$ cat config.mk
export PLATFORM = sky130hd
export DESIGN_NAME = burst_read_controller
export DESIGN_NICKNAME = d
export VERILOG_FILES = /design/src/rtl/mem_rd_pkg.sv /design/src/rtl/rd_skid_fifo.sv /design/src/rtl/burst_read_controller.sv
export SDC_FILE = /design/constraint.sdc
export NUM_CORES = 1
export LEC_CHECK = 0
export ABC_AREA = 1
export CAP_MARGIN = 5
export CORE_MARGIN = 5
export CORE_UTILIZATION = 40
export CTS_BUF_LIST = sky130_fd_sc_hd__clkbuf_2
export DETAILED_ROUTE_END_ITERATION = 16
export HOLD_SLACK_MARGIN = 0.05
export SETUP_SLACK_MARGIN = 0.4
export SYNTH_ARGS = -nofsm -noshare
export SYNTH_HDL_FRONTEND = slang
export SYNTH_SLANG_ARGS = --single-unit
$ cat constraint.sdc
create_clock -name clk_in -period 3.2 [get_ports clk_in]
set_clock_uncertainty 0.1 [all_clocks]
set_input_delay 0.32 -clock clk_in [delete_from_list [all_inputs] [get_ports clk_in]]
set_output_delay 0.32 -clock clk_in [all_outputs]
set_load 0.01 [all_outputs]
$ cat src/rtl/mem_rd_pkg.sv
// Shared types and sizing for the burst read engine.
//   state_t   : controller FSM states
//   BUF_DEPTH : depth of the return-data skid FIFO
//   CNT_W     : width of a FIFO occupancy count (0..BUF_DEPTH)
//   PTR_W     : width of a FIFO read/write pointer
//   OCC_W     : width of buffered + in-flight occupancy arithmetic
package mem_rd_pkg;

   typedef enum logic [1:0] {
      IDLE  = 2'd0,
      READ  = 2'd1,
      DRAIN = 2'd2
   } state_t;

   localparam int unsigned BUF_DEPTH = 2;
   localparam int unsigned CNT_W     = $clog2(BUF_DEPTH + 1);
   localparam int unsigned PTR_W     = $clog2(BUF_DEPTH);
   localparam int unsigned OCC_W     = CNT_W + 1;

endpackage

$ cat src/rtl/rd_skid_fifo.sv
// Two-entry FIFO that captures memory read data and presents it as a stream head.
//   clk_in, rst_n_in : clock, async active-low reset
//   push_in, wdata_in: write one word
//   pop_in           : remove head word (ignored when empty)
//   flush_in         : discard all contents (wins over push/pop)
//   rdata_out        : current head word
//   count_out        : number of stored words
module rd_skid_fifo
   import mem_rd_pkg::*;
#(
   parameter int unsigned DATA_W = 8
) (
   input  logic              clk_in,
   input  logic              rst_n_in,
   input  logic              push_in,
   input  logic              pop_in,
   input  logic              flush_in,
   input  logic [DATA_W-1:0] wdata_in,
   output logic [DATA_W-1:0] rdata_out,
   output logic [CNT_W-1:0]  count_out
);

   logic [DATA_W-1:0] mem_q [BUF_DEPTH];
   logic [PTR_W-1:0]  wr_ptr_q;
   logic [PTR_W-1:0]  rd_ptr_q;
   logic [CNT_W-1:0]  count_q;
   logic              do_pop;
   logic              full;

   assign do_pop    = pop_in && (count_q != '0);
   assign full      = (count_q == CNT_W'(BUF_DEPTH));
   assign rdata_out = mem_q[rd_ptr_q];
   assign count_out = count_q;

   // Storage and pointers; depth is a power of two so pointers wrap naturally.
   always_ff @(posedge clk_in or negedge rst_n_in) begin
      if (!rst_n_in) begin
         mem_q    <= '{default: '0};
         wr_ptr_q <= '0;
         rd_ptr_q <= '0;
         count_q  <= '0;
      end else if (flush_in) begin
         wr_ptr_q <= '0;
         rd_ptr_q <= '0;
         count_q  <= '0;
      end else begin
         if (push_in) begin
            mem_q[wr_ptr_q] <= wdata_in;
            wr_ptr_q        <= wr_ptr_q + PTR_W'(1);
         end
         if (do_pop) begin
            rd_ptr_q <= rd_ptr_q + PTR_W'(1);
         end
         count_q <= count_q + CNT_W'(push_in) - CNT_W'(do_pop);
      end
   end

   // The controller's issue throttle must make an overflow impossible.
   a_no_overflow : assert property (@(posedge clk_in) disable iff (!rst_n_in)
      !(push_in && !flush_in && !do_pop && full))
      else $error("rd_skid_fifo overflow");

endmodule

$ cat src/rtl/burst_read_controller.sv
// Burst read engine: issues sequential reads to a 1-cycle-latency memory port
// and returns the words as a valid/ready stream with full backpressure.
//   clk_in, rst_n_in          : clock, async active-low reset
//   start_in, addr_in, len_in : burst request (sampled in IDLE only)
//   abort_in                  : synchronous cancel of an active burst
//   mem_re_out, mem_addr_out  : memory read port
//   mem_rdata_in              : read data, valid the cycle after mem_re_out
//   dout_out, valid_out, ready_in, last_out : output stream
//   busy_out, done_out        : burst status and completion pulse
module burst_read_controller
   import mem_rd_pkg::*;
#(
   parameter int unsigned DATA_W = 8,
   parameter int unsigned ADDR_W = 4,
   parameter int unsigned LEN_W  = 5
) (
   input  logic              clk_in,
   input  logic              rst_n_in,
   input  logic              start_in,
   input  logic [ADDR_W-1:0] addr_in,
   input  logic [LEN_W-1:0]  len_in,
   input  logic              abort_in,
   output logic              mem_re_out,
   output logic [ADDR_W-1:0] mem_addr_out,
   input  logic [DATA_W-1:0] mem_rdata_in,
   output logic [DATA_W-1:0] dout_out,
   output logic              valid_out,
   input  logic              ready_in,
   output logic              last_out,
   output logic              busy_out,
   output logic              done_out
);

   state_t            state_q;
   logic [ADDR_W-1:0] next_addr_q;
   logic [ADDR_W-1:0] last_addr_q;
   logic [LEN_W-1:0]  len_q;
   logic [LEN_W-1:0]  issued_q;
   logic [LEN_W-1:0]  popped_q;
   logic              inflight_q;
   logic              done_q;

   logic [CNT_W-1:0]  buf_count;
   logic [OCC_W-1:0]  occupancy;
   logic              pop;
   logic              issue;
   logic              flush;

   // Words held after this cycle: buffered plus in-flight minus the one leaving.
   assign pop       = valid_out && ready_in;
   assign occupancy = OCC_W'(buf_count) + OCC_W'(inflight_q) - OCC_W'(pop);
   assign issue     = (state_q == READ) && (issued_q < len_q)
                      && (occupancy < OCC_W'(BUF_DEPTH));
   assign flush     = abort_in && (state_q != IDLE);

   // Address port shows the word being issued, otherwise the last one issued.
   assign mem_re_out   = issue;
   assign mem_addr_out = issue ? next_addr_q : last_addr_q;

   assign valid_out = (buf_count != '0);
   assign last_out  = valid_out && (popped_q == len_q - LEN_W'(1));
   assign busy_out  = (state_q != IDLE);
   assign done_out  = done_q;

   rd_skid_fifo #(
      .DATA_W (DATA_W)
   ) u_fifo (
      .clk_in    (clk_in),
      .rst_n_in  (rst_n_in),
      .push_in   (inflight_q),
      .pop_in    (pop),
      .flush_in  (flush),
      .wdata_in  (mem_rdata_in),
      .rdata_out (dout_out),
      .count_out (buf_count)
   );

   // Burst FSM, counters and in-flight tracking.
   always_ff @(posedge clk_in or negedge rst_n_in) begin
      if (!rst_n_in) begin
         state_q     <= IDLE;
         next_addr_q <= '0;
         last_addr_q <= '0;
         len_q       <= '0;
         issued_q    <= '0;
         popped_q    <= '0;
         inflight_q  <= 1'b0;
         done_q      <= 1'b0;
      end else begin
         done_q     <= 1'b0;
         inflight_q <= issue;
         if (issue) begin
            next_addr_q <= next_addr_q + ADDR_W'(1);
            last_addr_q <= next_addr_q;
            issued_q    <= issued_q + LEN_W'(1);
         end
         if (pop) begin
            popped_q <= popped_q + LEN_W'(1);
         end

         case (state_q)
            IDLE: begin
               if (start_in && !abort_in) begin
                  if (len_in == '0) begin
                     done_q <= 1'b1;
                  end else begin
                     state_q     <= READ;
                     len_q       <= len_in;
                     next_addr_q <= addr_in;
                     issued_q    <= '0;
                     popped_q    <= '0;
                  end
               end
            end
            READ: begin
               if (abort_in) begin
                  state_q    <= IDLE;
                  inflight_q <= 1'b0;
               end else if (issue && (issued_q + LEN_W'(1) == len_q)) begin
                  state_q <= DRAIN;
               end
            end
            DRAIN: begin
               if (abort_in) begin
                  state_q    <= IDLE;
                  inflight_q <= 1'b0;
               end else if (occupancy == '0) begin
                  state_q <= IDLE;
                  done_q  <= 1'b1;
               end
            end
            default: state_q <= IDLE;
         endcase
      end
   end

endmodule

**Word-level counts from Yosys, hierarchy flattened**

Cells that the tools add are included.

- Logic and storage cells: 99
- Bits of input ports: 22
- Output and inout port bits: 17
- Flip-flop bits (word level): 47

- Reduce and logical (&&, ||, !) cells: 21
- Multiplexer cells: 38
- Bitwise gates (word level): 4
- Magnitude comparators: 5
- $add $sub $neg: 10
- Equality and inequality tests: 8

Operators by type and width:

| operator | number |
|---|---|
| $mux 5 | 8 |
| $mux 8 | 4 |
| $mux 4 | 5 |
| $bwmux 16 | 1 |
| $mux 2 | 7 |
| $add 5x1->5 const B | 2 |
| $eq 5x5->1 | 2 |
| $mux 1 | 10 |
| $logic_and 1x1->1 | 9 |
| $demux 8 s1 | 1 |
| $reduce_bool 2->1 | 4 |
| $pmux 2 s3 | 1 |
| $logic_not 5->1 | 1 |
| $lt 5x5->1 | 1 |
| $sub 5x1->5 const B | 1 |
| $add 4x1->4 const B | 1 |
| $ge 2x2->1 const B | 2 |
| $ne 2x2->1 const B | 2 |
| $not 1->2 | 2 |
| $reduce_and 4->1 | 1 |
| $add 2x1->3 | 1 |
| $logic_not 3->1 | 1 |
| $lt 3x2->1 const B | 1 |
| $ne 3x2->1 const B | 1 |
| other kinds (15) | 17 |

**Longest topological paths before layout**

Gate-level depths: netlist of the first run.

- Depth after elaboration: 9
- Depth in mapped cells: 18
- Depth with buffers taken out: 17

**Cells and area by module**

Synthesis of the first run repeated with hierarchy kept, for this count alone.

- Cell total of the unflattened synthesis: 333
- Area, all modules: 2757.6 um2

By module, submodules not included:

| module | seq. area each (um2) | times used | cells each | area each (um2) |
|---|---|---|---|---|
| burst_read_controller | 675.6 | 1 | 219 | 1744.2 |
| rd_skid_fifo | 500.5 | 1 | 114 | 1013.5 |

**Worst setup path before layout of the first run**

OpenSTA, ideal clock, no wires.

- Kind: register -> output
- Start: register u_fifo.count_q[1] (netlist: u_fifo.count_out[1])
- End: output mem_addr_out[2]
- Arrival: 2538 ps
- Data required time: 2780 ps
- Cell stages (with the launch flop): 15
- Slack: 242 ps
- Cell sequence: dfrtp_1 -> nor2_1 -> inv_1 -> nand2_2 -> inv_1 -> ha_1 -> inv_1 -> ha_1 -> inv_1 -> fa_1 -> a21boi_2 -> o21ai_2 -> nor2_4 -> inv_1 -> o21ai_0

- Cells in the longest elaborated chain, start to end: 6
- Elaborated cells on any way between the ends: 7
- Those cells by class: add/sub: 2; order compare: 1; mux: 1; reduce/logical: 3

RTL lines:

| what | RTL line | text |
|---|---|---|
| from (decl) | rd_skid_fifo.sv:26 | `logic [CNT_W-1:0] count_q;` |
| from (signal assigned) | rd_skid_fifo.sv:54 | `count_q <= count_q + CNT_W'(push_in) - CNT_W'(do_pop);` |
| $reduce_bool 2->1 | burst_read_controller.sv:60 | `assign valid_out = (buf_count != '0);` |
| via valid_out | burst_read_controller.sv:27 | `output logic valid_out,` |
| $logic_and 1x1->1 | burst_read_controller.sv:50 | `assign pop = valid_out && ready_in;` |
| $sub 3x1->3 | burst_read_controller.sv:51 | `assign occupancy = OCC_W'(buf_count) + OCC_W'(inflight_q) - OCC_W'(pop);` |
| $lt 3x2->1 | burst_read_controller.sv:53 | `&& (occupancy < OCC_W'(BUF_DEPTH));` |
| $logic_and 1x1->1 | burst_read_controller.sv:53 |  |
| $mux 4 | - |  |
| to (decl) | burst_read_controller.sv:24 | `output logic [ADDR_W-1:0] mem_addr_out,` |

The timed path passes the listed nets, and every way through them passes these cells.

**Worst setup path in the final report of the first run**

- Start: register u_fifo.count_q[1] (netlist: u_fifo.count_out[1])
- End: output mem_addr_out[0]

- Cells in the longest elaborated chain, start to end: 6
- Elaborated cells on any way between the ends: 7
- Those cells by class: add/sub: 2; order compare: 1; mux: 1; reduce/logical: 3

RTL lines:

| what | RTL line |
|---|---|
| branches (longest 2 deep; another with $add 2x1->3) | - |
| $sub 3x1->3 * | burst_read_controller.sv:51 |
| $lt 3x2->1 * | burst_read_controller.sv:53 |
| $logic_and 1x1->1 * | burst_read_controller.sv:53 |
| $mux 4 * | - |

Every way passes the cells marked *.

==> results of run 1 <==
## sequential cells by signal, indices dropped and copies added, names as in the netlist
name,cells
u_fifo.mem_q,16
issued_q,5
len_q,5
popped_q,5
last_addr_q,4
next_addr_q,4
state_q,2
u_fifo.count_out,2
done_out,1
inflight_q,1
u_fifo.rd_ptr_q,1
u_fifo.wr_ptr_q,1
## cells in the mapped netlist (all sizes together)
master,instances
a31oi,2
nor2,19
o21ai,41
o32ai,1
a21boi,1
or2,2
nor3,3
xnor2,5
nand3b,1
nand3,18
nand4,5
ha,16
a2111oi,1
fa,1
xor2,5
clkinv,1
dfrtp,47
clkbuf,1
o21a,1
mux2i,1
nand2,88
a21oi,9
buf,5
inv,53
## cell usage in the layout (no fill, tap or decap), types with 2 or more instances in the layout
cell	Yosys	layout
clkbuf_2	1	5
o21ai_4	0	2
xor2_1	5	5
clkdlybuf4s50_1	0	31
dfrtp_1	47	47
o21ai_1	2	3
nand3_2	1	3
nand4_1	5	5
nor2_1	17	16
o21ai_2	2	4
or2_2	2	2
inv_1	51	46
nor3_1	3	3
nand2_1	83	77
buf_4	2	15
inv_2	2	6
a21oi_1	9	9
ha_1	16	14
buf_6	1	9
nand3_1	17	15
nand2_2	5	10
xnor2_1	5	5
clkinv_1	1	2
nor2_2	1	2
buf_2	2	3
a31oi_1	2	2
ha_4	0	2
o21ai_0	37	32
## cells by family after synthesis
group,after synthesis
flops,47
simple gates,136
compound gates,56
buf+inv,60
xor+xnor,10
fa+ha+maj,17
mux,1
## metal layers
layer	track usage [%]	share of wire, %
met5	0	0
met4	5.01	2.0
met3	2.89	2.9
met2	24.1	48
met1	20.3	47
## worst reg2reg max path, delay by kind of cell, from the launching register on
family / cells / cell delay, ps
and+or+nand+nor: 3 / 390
adders and majority gates: 3 / 810
buffers and inverters: 8 / 670
AOI/OAI and AO/OA: 4 / 470
DFF: 1 / 450
## where the power goes
part | switching (mW) | internal (mW) | total, mW | leakage [nW]
sequential | 0.229 | 0.839 | 1.07 | 0.600
clock | 0.203 | 0.0526 | 0.256 | 0.0266
combinational | 1.02 | 0.948 | 1.96 | 1.06
total | 1.45 | 1.84 | 3.29 | 1.69
## worst paths after layout
kind                                     start               to  slack (ps)
max                        u_fifo.count_out[1]  mem_addr_out[0]        -140
min                                 addr_in[1]   next_addr_q[1]         310
max reg2reg                u_fifo.count_out[1]      issued_q[2]         240
min reg2reg                     last_addr_q[0]   last_addr_q[0]         400
max in group asynchronous             rst_n_in      issued_q[4]        1940
min in group asynchronous             rst_n_in         len_q[1]         340
## layout make-up
| class | instances | area (um^2) | area share, % |
|---|---|---|---|
| Multi-Input combinational cell | 220 | 1310 | 38.6 |
| Clock buffer | 5 | 25.0 | 0.738 |
| Timing Repair Buffer | 60 | 558 | 16.5 |
| Tap cell | 77 | 96.3 | 2.84 |
| Clock inverter | 3 | 20.0 | 0.590 |
| Sequential cell | 47 | 1180 | 34.7 |
| Inverter | 54 | 205 | 6.05 |
## timing repair
item | CTS | global route
hold buffers | 1 | 0
endpoints found under the setup margin | 15 | 19
hold endpoints to repair | 29 | 0
setup buffers | 8 | 2
pin swaps | 6 | 6
gates resized for setup | 42 | 15
gates cloned | 1 | 0
==> run metrics, run 1 <==
Die W=91.1 um; Finished Layout Cells=466; CTS tree=done; Die Span Y=91.1 um; final core utilization=53.1%; Tot Pwr=3.29 mW; drt total wl=5880 um; largest family of logic cells by synthesized area=simple AND/OR/NAND/NOR gates; full die area=8310 um^2; Hold Crit Class=primary input to flip-flop; failing checks=setup timing; worst slew pin tran=718 ps; Cells after DPL=446; post-synthesis simple-gate area fraction=22.4%; share of the synthesized area in the top cell type=44.7%; worst r2r path cells=18; outcome=finished, violations left; mux cell area share after synthesis=0.380%; Reg clk slew, reported paths=250 ps; clk root buf=clkbuf_2; RSZ-0062 raised after global routing=true; Arrival @ worst endpoint=2920 ps; Antenna diodes=0; setup tns final=-530 ps; Longest Clk Path Bufs=2; Slew headroom=52.2%; delay-heaviest family, CP=adder cells; Distinct cells, synth=33; power per cell area=970 nW/um^2; # DRC=0; Max Freq=0.299 GHz; CP max-delay cell=fa_1; Worst Setup End Kind=output port; hpwl dp=4170 um; row count=29; clock sink total=47; Slew Limit Fails=0; I/O pin cnt=39; Netlist Area Pre-Place=2630 um^2; critical path required time=2780 ps; largest net degree at the start of global routing=31; GRT Total Usage=15.0%; leading area contributor after synthesis=dfrtp_1; Compound-Gate Fraction of Synth Area=11.6%; final net count=427; Avg Cell Area, Syn=8.05 um^2; Net Count, Synth=366; Initial Util=41.2%; final setup fails=5; fill count=625; Vias/cell=4.85; layout cells sized above 1=18.3%; worst path bufs/invs=6; CTS buffer count=5; Max H-tree Level=2; initial antenna violation count=0; hold_ws=314 ps; Place WS=-263 ps; synthesized-area fraction occupied by adder cells=8.36%; Hold Path Cell Cnt=3; routed length per instance=12.6 um; Startpoint Class=flip-flop; vias in the first global route=2187; maximum capacitance violations=0; leak pwr=1.69 nW; fin crit period=3340 ps; global-route wire length before repair=10400 um; worst-skew pair later-pin latency=430 ps; crit path kind=flip-flop to output port; Area after DPL=3150 um^2; post-route ant nets=0; crit-path max cell delay=500 ps; final worst slack=-144 ps; Tcrit/Tclk final=105%; # port buffers=38; largest cells by area after synthesis=dfrtp_1, nand2_1, ha_1; sequential cell area fraction in the yosys report=44.7%; DR iter-0 viols=79; GR Overflow Total=0; maximum VDD drop=0.000499 V; Most common cell on crit path=inv_2; routability congestion estimate=0.794; Cells after Synth=327; core area=6390 um^2; Post-Synth XOR/XNOR Area=3.33%; endpoints failing hold=0; FF+latch count, synth=47; via count=2260; synthesis warning total=0; CP max FO=3; P&R area growth vs syn=28.7%; Crit path depth=16; Finished Cell Area=3390 um^2; Initial DRT Pass Iterations=4; critical-path cell list=nor2_2, inv_2, nand2_2, inv_2, ha_4, inv_2, ha_4, inv_2, fa_1, a21boi_2, o21ai_2, nor2_4, buf_6, nand2_4, o21a_1, buf_2
No activity file was read; power rests on OpenSTA's default activity.
==> run 2: changes to the inputs <==
Settings changed: CORE_ASPECT_RATIO from default to 0.75, HOLD_SLACK_MARGIN 0.05 to 0.08.
==> run metrics, run 2 (same netlist as run 1, synthesis figures left out) <==
outcome=finished, violations left; failing checks=setup timing; final worst slack=-137 ps; Arrival @ worst endpoint=2920 ps; Slew headroom=29.7%; Place WS=-322 ps; endpoints failing hold=0; Hold Path Cell Cnt=3; GR Overflow Total=0; Reg clk slew, reported paths=270 ps; fin crit period=3340 ps; # DRC=0; Area after DPL=3150 um^2; global-route wire length before repair=10300 um; RSZ-0062 raised after global routing=true; Initial Util=41.5%; CP max FO=7; layout cells sized above 1=20.3%; Max Freq=0.300 GHz; leak pwr=1.75 nW; critical-path cell list=nor2_2, inv_2, nand2_4, inv_2, ha_4, inv_4, ha_4, inv_2, fa_1, a21boi_2, o21ai_2, nor2_4, buf_12, buf_6, nand2_2, nand2_2, buf_6; delay-heaviest family, CP=adder cells; # port buffers=38; Worst Setup End Kind=output port; final core utilization=55.5%; hold_ws=319 ps; Die W=104 um; maximum capacitance violations=0; maximum VDD drop=0.000576 V; Largest Register=u_fifo.mem_q; Slew Limit Fails=0; Antenna diodes=0; most common cell after layout, fill and taps aside=nand2_1; clk root buf=clkbuf_2; Initial DRT Pass Iterations=4; largest net degree at the start of global routing=48; critical path required time=2780 ps; post-route ant nets=0; number of flip-flops in the largest register=16; routability congestion estimate=0.849; final setup fails=6; via count=2246; DR iter-0 viols=108; hpwl dp=4210 um; CTS tree=done; crit path kind=flip-flop to output port; P&R area growth vs syn=33.9%; Max H-tree Level=2; CTS buffer count=5; vias in the first global route=2173; row count=25; Crit path depth=17; Hold Crit Class=primary input to flip-flop; drt total wl=6050 um; Finished Cell Area=3530 um^2; full die area=8320 um^2; worst r2r path cells=23; routed length per instance=12.7 um; initial antenna violation count=0; CP max-delay cell=fa_1; setup tns final=-546 ps; power per cell area=1020 nW/um^2; Tot Pwr=3.61 mW; most frequent cells in the layout=nand2_1, dfrtp_1, inv_1; Startpoint Class=flip-flop; Longest Clk Path Bufs=2; I/O pin cnt=39; worst-skew pair later-pin latency=430 ps; Tcrit/Tclk final=104%; Cells after DPL=448; worst path bufs/invs=7; GRT Total Usage=15.3%; Vias/cell=4.72; Finished Layout Cells=476; core area=6350 um^2; final net count=433; Die Span Y=80.3 um; Most common cell on crit path=inv_2; worst slew pin tran=1050 ps; clock sink total=47; crit-path max cell delay=500 ps
## run 2: worst paths after layout
| check | start | end | slack, ps |
|---|---|---|---|
| min | mem_rdata_in[6] | u_fifo.mem_q[14] | 320 |
| max | u_fifo.count_out[1] | mem_addr_out[1] | -140 |
| max in group asynchronous | rst_n_in | issued_q[4] | 1880 |
| max reg2reg | u_fifo.count_out[1] | next_addr_q[0] | 0 |
| min in group asynchronous | rst_n_in | u_fifo.mem_q[7] | 480 |
| min reg2reg | last_addr_q[0] | last_addr_q[0] | 420 |
## run 2: final cells by class
cell class,instances,area [um^2]
Tap cell,81,101
Multi-Input combinational cell,220,1330
Clock buffer,5,25.0
Sequential cell,47,1180
Fill cell,596,2820
Inverter,54,213
Timing Repair Buffer,66,644
Clock inverter,3,42.5
## run 2: what timing repair did
| action | in CTS | in global routing |
|---|---|---|
| hold endpoints to repair | 47 | 0 |
| hold buffers | 1 | 0 |
| setup endpoints to repair | 10 | 20 |
| resized for setup | 48 | 23 |
| buffers inserted | 11 | 7 |
| pin swaps | 7 | 10 |
| gates cloned | 1 | 0 |
## run 2: where the power goes
part,internal [mW],leakage (nW),switching [mW]
Sequential,0.839,0.600,0.230
Combinational,1.10,1.11,1.10
Clock,0.133,0.0410,0.207
Total,2.08,1.75,1.54
## run 2: metal layers
layer | vias to the layer above | global-route usage (%) | share of wire, %
met3 | 2 | 3.21 | 4.2
met5 | - | 0 | 0
li1 | 1178 | - | -
met2 | 45 | 23.3 | 43
met1 | 1021 | 21.9 | 51
met4 | 0 | 4.27 | 0.83
## run 2: worst register-to-register path: stages, from the launching register on
cell      delay (ps)
dfrtp_1          460
nor2_2           140
inv_2             60
nand2_4           70
inv_2             50
ha_4             210
inv_4             50
ha_4             120
inv_2             30
fa_1             500
a21boi_2         160
o21ai_2           90
nor2_4           140
buf_6            150
inv_8             40
buf_4            130
buf_6            100
buf_6            110
buf_6            110
buf_6            110
nand2_2           50
nand3_2           50
o21ai_1           80
inv_1             50
==> run 3: changes to the inputs <==
Settings changed: GPL_ROUTABILITY_DRIVEN from default to 0, GPL_TIMING_DRIVEN from default to 1.
==> results of run 3 <==
Same layout as run 2: the final DEF is identical, and so are final timing and power.
